$ cat src/rtl/lc_prbs_link_checker_pkg.sv
// Shared definitions for the PRBS link checker: lane width, checker states
// and the feedback tap lookup used by both generator and checker.
package lc_pkg;

   localparam int LANE_W = 8;

   typedef enum logic [1:0] {
      PRIME,
      SEARCH,
      LOCKED
   } lc_state_t;

   // Second tap M for the supported polynomial orders x^N + x^M + 1.
   function automatic int prbs_tap(input int n);
      int m;
      case (n)
         7:       m = 6;
         15:      m = 14;
         23:      m = 18;
         31:      m = 28;
         default: m = n - 1;
      endcase
      return m;
   endfunction

endpackage

$ cat src/rtl/lc_prbs_link_checker_gen.sv
// PRBS word generator: Fibonacci LFSR advanced LANES*8 bit steps per enabled cycle,
// bit k of the word being the k-th bit produced.
module lc_prbs_gen
   import lc_pkg::*;
#(
   parameter int LANES  = 1,
   parameter int PRBS_N = 7
) (
   input  logic                      clk,
   input  logic                      rst,
   input  logic                      en,
   output logic [LANES*LANE_W-1:0]   word
);

   localparam int W = LANES * LANE_W;
   localparam int M = prbs_tap(PRBS_N);

   logic [PRBS_N-1:0] lfsr;
   logic [PRBS_N-1:0] lfsr_next;

   always_comb begin
      logic [PRBS_N-1:0] s;
      logic              b;
      s    = lfsr;
      b    = 1'b0;
      word = '0;
      for (int k = 0; k < W; k++) begin
         b       = s[PRBS_N-1] ^ s[M-1];
         s       = {s[PRBS_N-2:0], b};
         word[k] = b;
      end
      lfsr_next = s;
   end

   always_ff @(posedge clk) begin
      if (rst) begin
         lfsr <= '1;
      end else if (en) begin
         lfsr <= lfsr_next;
      end
   end

endmodule

$ cat config.mk
export PLATFORM = sky130hd
export DESIGN_NAME = lc_prbs_gen
export DESIGN_NICKNAME = d
export VERILOG_FILES = /design/src/rtl/lc_prbs_link_checker_pkg.sv /design/src/rtl/lc_prbs_link_checker_gen.sv
export SDC_FILE = /design/constraint.sdc
export NUM_CORES = 1
export LEC_CHECK = 0
export CAP_MARGIN = 20
export CORE_AREA = 2 2 39 41
export DETAILED_ROUTE_END_ITERATION = 8
export DIE_AREA = 0 0 41 43
export GPL_TIMING_DRIVEN = 0
export PLACE_DENSITY = 0.58
export SYNTH_ARGS = -nofsm -noshare
export SYNTH_HDL_FRONTEND = slang
export SYNTH_SLANG_ARGS = --single-unit
$ cat constraint.sdc
create_clock -name clk -period 1.7 [get_ports clk]
set_input_delay 0.255 -clock clk [delete_from_list [all_inputs] [get_ports clk]]
set_output_delay 0.255 -clock clk [all_outputs]
set_load 0.02 [all_outputs]
# Word-level counts from Yosys, hierarchy flattened
# Index checks and enable logic that the tools add are counted.
# totals
register_bits,7
inputBits,3
# classes
bitwise,8
# op_table
operator,n
XOR 1 bit,8

# Depth between registers and ports, before layout
# Gate-level depths: netlist of the first run.
# depth
word_depth,2
ltp_mapped,3
ltp_nobuf,2

# Worst setup path before layout of the first run
# OpenSTA, ideal clock, no wires.
# synth_path
kind,reg2reg
from,register lfsr[6]
to,register lfsr[1]
setup_ps,120
arrival_ps,1208
required_ps,1580
setup_slack_ps,372
path_stages_with_launch,3
n_path_buf,0
period_less_slack_ps,1328
path_cell_list,dfxtp_1 xor3_1 a211o_1
# synth_via
elab_chain_len,2
# synth_lines
item,line,text
"start, declared",lc_prbs_link_checker_gen.sv:18,logic [PRBS_N-1:0] lfsr;
"start signal, assigned",lc_prbs_link_checker_gen.sv:39,lfsr <= lfsr_next;
XOR 1 bit (2 in series),lc_prbs_link_checker_gen.sv:28,b = s[PRBS_N-1] ^ s[M-1];
via word[6],lc_prbs_link_checker_gen.sv:12,output logic [LANES*LANE_W-1:0] word
# The timed path passes the listed nets, and every way through them passes these cells.
# A chain may end at the register's enable or synchronous reset.

# Final worst setup path of the first run
# layout_path
from,register lfsr[6]
to,output port word[6]
# layout_via
elab_chain_len,2
# layout_lines
item,line
XOR 1 bit (2 in series),lc_prbs_link_checker_gen.sv:28
"end, declared",lc_prbs_link_checker_gen.sv:12
# No other way between the ends.

==> results of run 1 <==
path summary, 6_finish.rpt:
path	endpoint	slack, ns
max	word[6]	0.08
min reg2reg	lfsr[6]	0.63
min	lfsr[6]	0.63
max reg2reg	lfsr[1]	0.51
repair_timing:
item                       4_1_cts  5_1_grt
gates cloned                     0        0
pin swaps                        0        0
hold buffers                     0        0
setup endpoints to repair        8        1
gates resized for setup          8        1
Yosys cell counts:
master / instances / share of area
a211o_1: 7 / 0.18
xor3_1: 1 / 0.071
buf_2: 1 / 0.015
dfxtp_1: 7 / 0.42
xor2_1: 7 / 0.18
nor2b_1: 7 / 0.13
cells by family after synthesis:
| logic type | after synthesis | share of synthesized area |
|---|---|---|
| xor gates and xnor gates | 8 | 0.2537 |
| AOI/OAI and AO/OA | 7 | 0.1828 |
| DFF | 7 | 0.4179 |
| and+or+nand+nor | 7 | 0.1306 |
| buffers and inverters | 1 | 0.01491 |
through the flow:
step	setup slack [ns]	cells	area, um2	total power [mW]
2_1_floorplan	0.3724	30	335.3	0.3229
3_3_place_gp	0.06385	56	455.4	0.4186
3_5_place_dp	0.05930	56	455.4	0.4180
4_1_cts	0.0006477	60	471.7	0.5436
5_1_grt	0.003274	60	473.0	0.5671
6_report	0.07632	60	473.0	0.5335
power groups by stage:
stage	clock network, mW	registers [mW]	logic, mW
3_5_place_dp	0	0.205	0.213
3_3_place_gp	0	0.205	0.213
4_1_cts	0.158	0.202	0.184
2_1_floorplan	0	0.201	0.122
6_report	0.149	0.202	0.182
5_1_grt	0.162	0.205	0.200
worst max-delay path, stage by stage (launching register included):
cell and delay [ns]:
dfxtp_2 0.36, xor3_1 0.43, dlygate4sd2_1 0.33
per-layer routing:
layer	track usage	up-vias	wire (um)
li1	-	133	-
met1	0.1111	116	316
met2	0.1063	12	229
met3	0.06283	0	77
met4	0.04000	0	0
met5	0	-	0
layout make-up:
type | count | share of cell area
multi-input combinational | 22 | 0.4021
sequential | 7 | 0.2989
timing repair buffer | 10 | 0.1905
clock buffer | 4 | 0.05556
tap | 16 | 0.04233
buffer | 1 | 0.01058
==> flow_summary.toml, run 1 <==
[cells_and_area]
largest_register = "lfsr"
final_core_util = 0.3418
areaGrowthSynthToFinish_pct = 41.04
register_area_um2 = 141.4
fillCellCount = 152
layout_commonest_cell = "dlygate4sd2_1"
diodes = 0
nets = 48
largest_reg_flops = 7
largestRegisters = "lfsr (7)"
final_layout_size_suffix_gt1_frac = 0.1136
multiInputGateArea_um2 = 190.2
final_cell_mix = "dlygate4sd2_1 (8), xor2_1 (7), nor2b_1 (7), a211o_1 (7), dfxtp_1 (6)"

[hold_path]
hp-class = "reg -> reg"
min_path_cells = 2
hold_path_startpoint = "lfsr[6]"

[timing]
finClkSkew_ns = 0.005933
fin_hold_ws_ns = 0.6291
setup_tns_ns = 0
maxSlewHeadroom = 0.8072
rsz0062_at_grt = "no"
tightestPinTransition_ns = 0.2883
final_max_slew_viol_count = 0
layout_min_cycle_time_ns = 1.624
setup_viol = 0
finalHoldViolCount = 0
period_share = 0.9551
fmax_mhz = 615.9

[grt]
grt_overflow = 0
first_global_vias = 238
grt_pass1_wl_um = 986
grt_usage = 0.08678
antenna_found_initial = 0
grt_max_degree = 11

[yosys]
synth_seq_cells = 7
synth_cells = 30
netlist-cell-type-count = 6
synth-seq-area-share = 0.4179
avgSynthCellArea_um2 = 11.18
yosys_warnings = 0
syn-num-nets = 33
syn_area_um2 = 335.3

[flow_run]
cap_violations = 0

[clock_network]
insertion_delay_ns = 0.25
root_buffer = "clkbuf_4"
cts.path.max_buffers = 2
post_cts_buffers = 0
cts_tree = "yes"
cts_sinks = 7
path_clk_slew_ns = 0.05
cts_buffers = 3
htree_levels = 1

[pwr]
pwr_density_cell_nw_per_um2 = 1128
p_comb_frac = 0.342
ir_worst_vdd_uv = 519.1
netSwitchingFraction = 0.3317
switching_power_mw = 0.1770
internal-power_mw = 0.3565
p_leak_nw = 0.2129
p_clk_frac = 0.279
p_seq_frac = 0.379

[drt]
vias = 261
postRouteAntennaNets = 0
drt-initial-drc-count = 3
wl_per_cell_um = 10.38
drc = 0
drt-vias-per-instance = 4.350
drtPass1Iterations = 2
wl_um = 623

[place]
gp_congestion = 0.5639
port_buffers = 10

[die]
ioPinCount = 11
fp.dieH_um = 43
std_cell_rows = 14
die_area_um2 = 1763
core_area_um2 = 1384
die_x_um = 41
start_util = 0.2423

[worst_setup_path]
crit_type = "reg -> out"
arrival_ns = 1.37
required_ns = 1.44
start_kind = "register"
reg2reg_depth = 2
critPathLaunch = "lfsr[6]"
setup.worst_path.end_class = "output port"
worstReg2RegStart = "lfsr[6]"
critPathMaxFanout = 4

[status]
status = "finished, final reports clean"
(Power assumes the default switching activity.)
==> run 2: changes to the inputs <==
--- a/config.mk
+++ b/config.mk
@@ -11,6 +11,7 @@
 export DIE_AREA = 0 0 41 43
 export GPL_TIMING_DRIVEN = 0
 export PLACE_DENSITY = 0.58
+export RECOVER_POWER = 25
 export SYNTH_ARGS = -nofsm -noshare
 export SYNTH_HDL_FRONTEND = slang
 export SYNTH_SLANG_ARGS = --single-unit
==> run 2 against run 1 <==
Net effect: global-route usage did not move; critical path depth did not move; count of clock-buffer cells in the layout unchanged; cell count unchanged; clock skew about the same; setup slack hardly changed; die area unchanged; sequential power about the same; worst hold slack did not move; first-iteration DRC count unchanged; critical path type unchanged.
==> flow_summary.toml, run 2 (synthesized netlist as in run 1, its figures left out) <==
[status]
status = "finished, final reports clean"

[worst_setup_path]
crit_type = "reg -> out"
arrival_ns = 1.37
r2r_slack_ns = 0.51
critPathMaxFanout = 4
timing.critical_path.to = "word[6]"
rr_endpoint = "lfsr[1]"
setup.worst_path.end_class = "output port"
reg2reg_depth = 2
worstReg2RegStart = "lfsr[6]"
start_kind = "register"
critPathLaunch = "lfsr[6]"
required_ns = 1.44

[pwr]
ir_worst_vdd_uv = 519.7
p_total_mw = 0.5327
pwr_density_cell_nw_per_um2 = 1129
p_leak_nw = 0.2104

[die]
die_area_um2 = 1763
die_x_um = 41
ioPinCount = 11
fp.dieH_um = 43
std_cell_rows = 14
core_area_um2 = 1384
start_util = 0.2423

[timing]
finClkSkew_ns = 0.005933
final_max_slew_viol_count = 0
finalHoldViolCount = 0
tightestPinTransition_ns = 0.4106
fmax_mhz = 615.9
layout_min_cycle_time_ns = 1.624
maxSlewHeadroom = 0.7263
setup_tns_ns = 0
setup_viol = 0
fin_hold_ws_ns = 0.6291
rsz0062_at_grt = "no"
period_share = 0.9551

[flow_run]
cap_violations = 0

[grt]
first_global_vias = 238
grt_pass1_wl_um = 986
grt_usage = 0.08678
grt_overflow = 0
antenna_found_initial = 0
grt_max_degree = 11

[drt]
wl_um = 623
drc = 0
drt-vias-per-instance = 4.350
wl_per_cell_um = 10.38
postRouteAntennaNets = 0
vias = 261
drt-initial-drc-count = 3
drtPass1Iterations = 2

[cells_and_area]
final_layout_size_suffix_gt1_frac = 0.09091
finalNonFillerCells = 60
final_cell_mix = "dlygate4sd2_1 (8), xor2_1 (7), nor2b_1 (7), a211o_1 (7), dfxtp_1 (6)"
multiInputGateArea_um2 = 190.2
areaGrowthSynthToFinish_pct = 40.67
layout_commonest_cell = "dlygate4sd2_1"
diodes = 0
largest_reg_flops = 7
largest_register = "lfsr"
nets = 48
register_area_um2 = 141.4
largestRegisters = "lfsr (7)"
fillCellCount = 153

[clock_network]
cts_sinks = 7
htree_levels = 1
cts-hold-fix-buffers = 0
cts_buffers = 3
insertion_delay_ns = 0.25
cts.path.max_buffers = 2
cts_tree = "yes"
root_buffer = "clkbuf_4"
path_clk_slew_ns = 0.05

[place]
port_buffers = 10
gp_congestion = 0.5639
place_inst = 56

[hold_path]
hp-class = "reg -> reg"
==> run 2: worst min-delay path by stage <==
| stage | start | end | cells past startpoint | slack, ns |
|---|---|---|---|---|
| 3_3_place_gp | lfsr[0] | lfsr[0] | 2 | 0.62 |
| 6_report | lfsr[6] | lfsr[6] | 2 | 0.63 |
| 3_5_place_dp | lfsr[3] | lfsr[3] | 2 | 0.63 |
| 4_1_cts | lfsr[3] | lfsr[3] | 2 | 0.65 |
| 2_1_floorplan | rst | lfsr[0] | 1 | 0.35 |
| 5_1_grt | lfsr[6] | lfsr[6] | 2 | 0.66 |
==> run 2: metal layers <==
metal | vias to the layer above | GRT usage | routed length [um]
li1 | 133 | - | -
met1 | 116 | 0.1111 | 316
met2 | 12 | 0.1063 | 229
met3 | 0 | 0.06283 | 77
met4 | 0 | 0.04000 | 0
met5 | - | 0 | 0
==> run 2: stage by stage <==
stage	area, um2	setup slack [ns]	util
after floorplan	335.3	0.3724	-
after detailed placement	455.4	0.05930	0.3291
after global placement	455.4	0.06385	0.3291
after CTS	471.7	0.0006477	0.3409
final	471.7	0.07631	0.3409
after global routing	471.7	0.003274	0.3409
==> run 2: worst max-delay path, stage by stage, from the launching register on <==
cell and delay, ns:
dfxtp_2 0.36, xor3_1 0.43, dlygate4sd2_1 0.33
==> run 2: repair_timing <==
action                                  in CTS  in global routing
setup buffers                                0                  0
resized for setup                            8                  1
gates cloned                                 0                  0
hold endpoints to repair                     0                  0
endpoints found under the setup margin       8                  1
==> run 2: area by class of cell <==
class,instances,area share
sequential,7,0.2997
multi-input combinational,22,0.4032
clock buffer,4,0.05570
tap,16,0.04244
timing repair buffer,10,0.1910
buffer,1,0.007958
==> run 2: power breakdown <==
part | internal (mW) | switching, mW
Clock | 0.0895 | 0.0596
Sequential | 0.183 | 0.0195
Combinational | 0.0837 | 0.0979
Total | 0.356 | 0.177
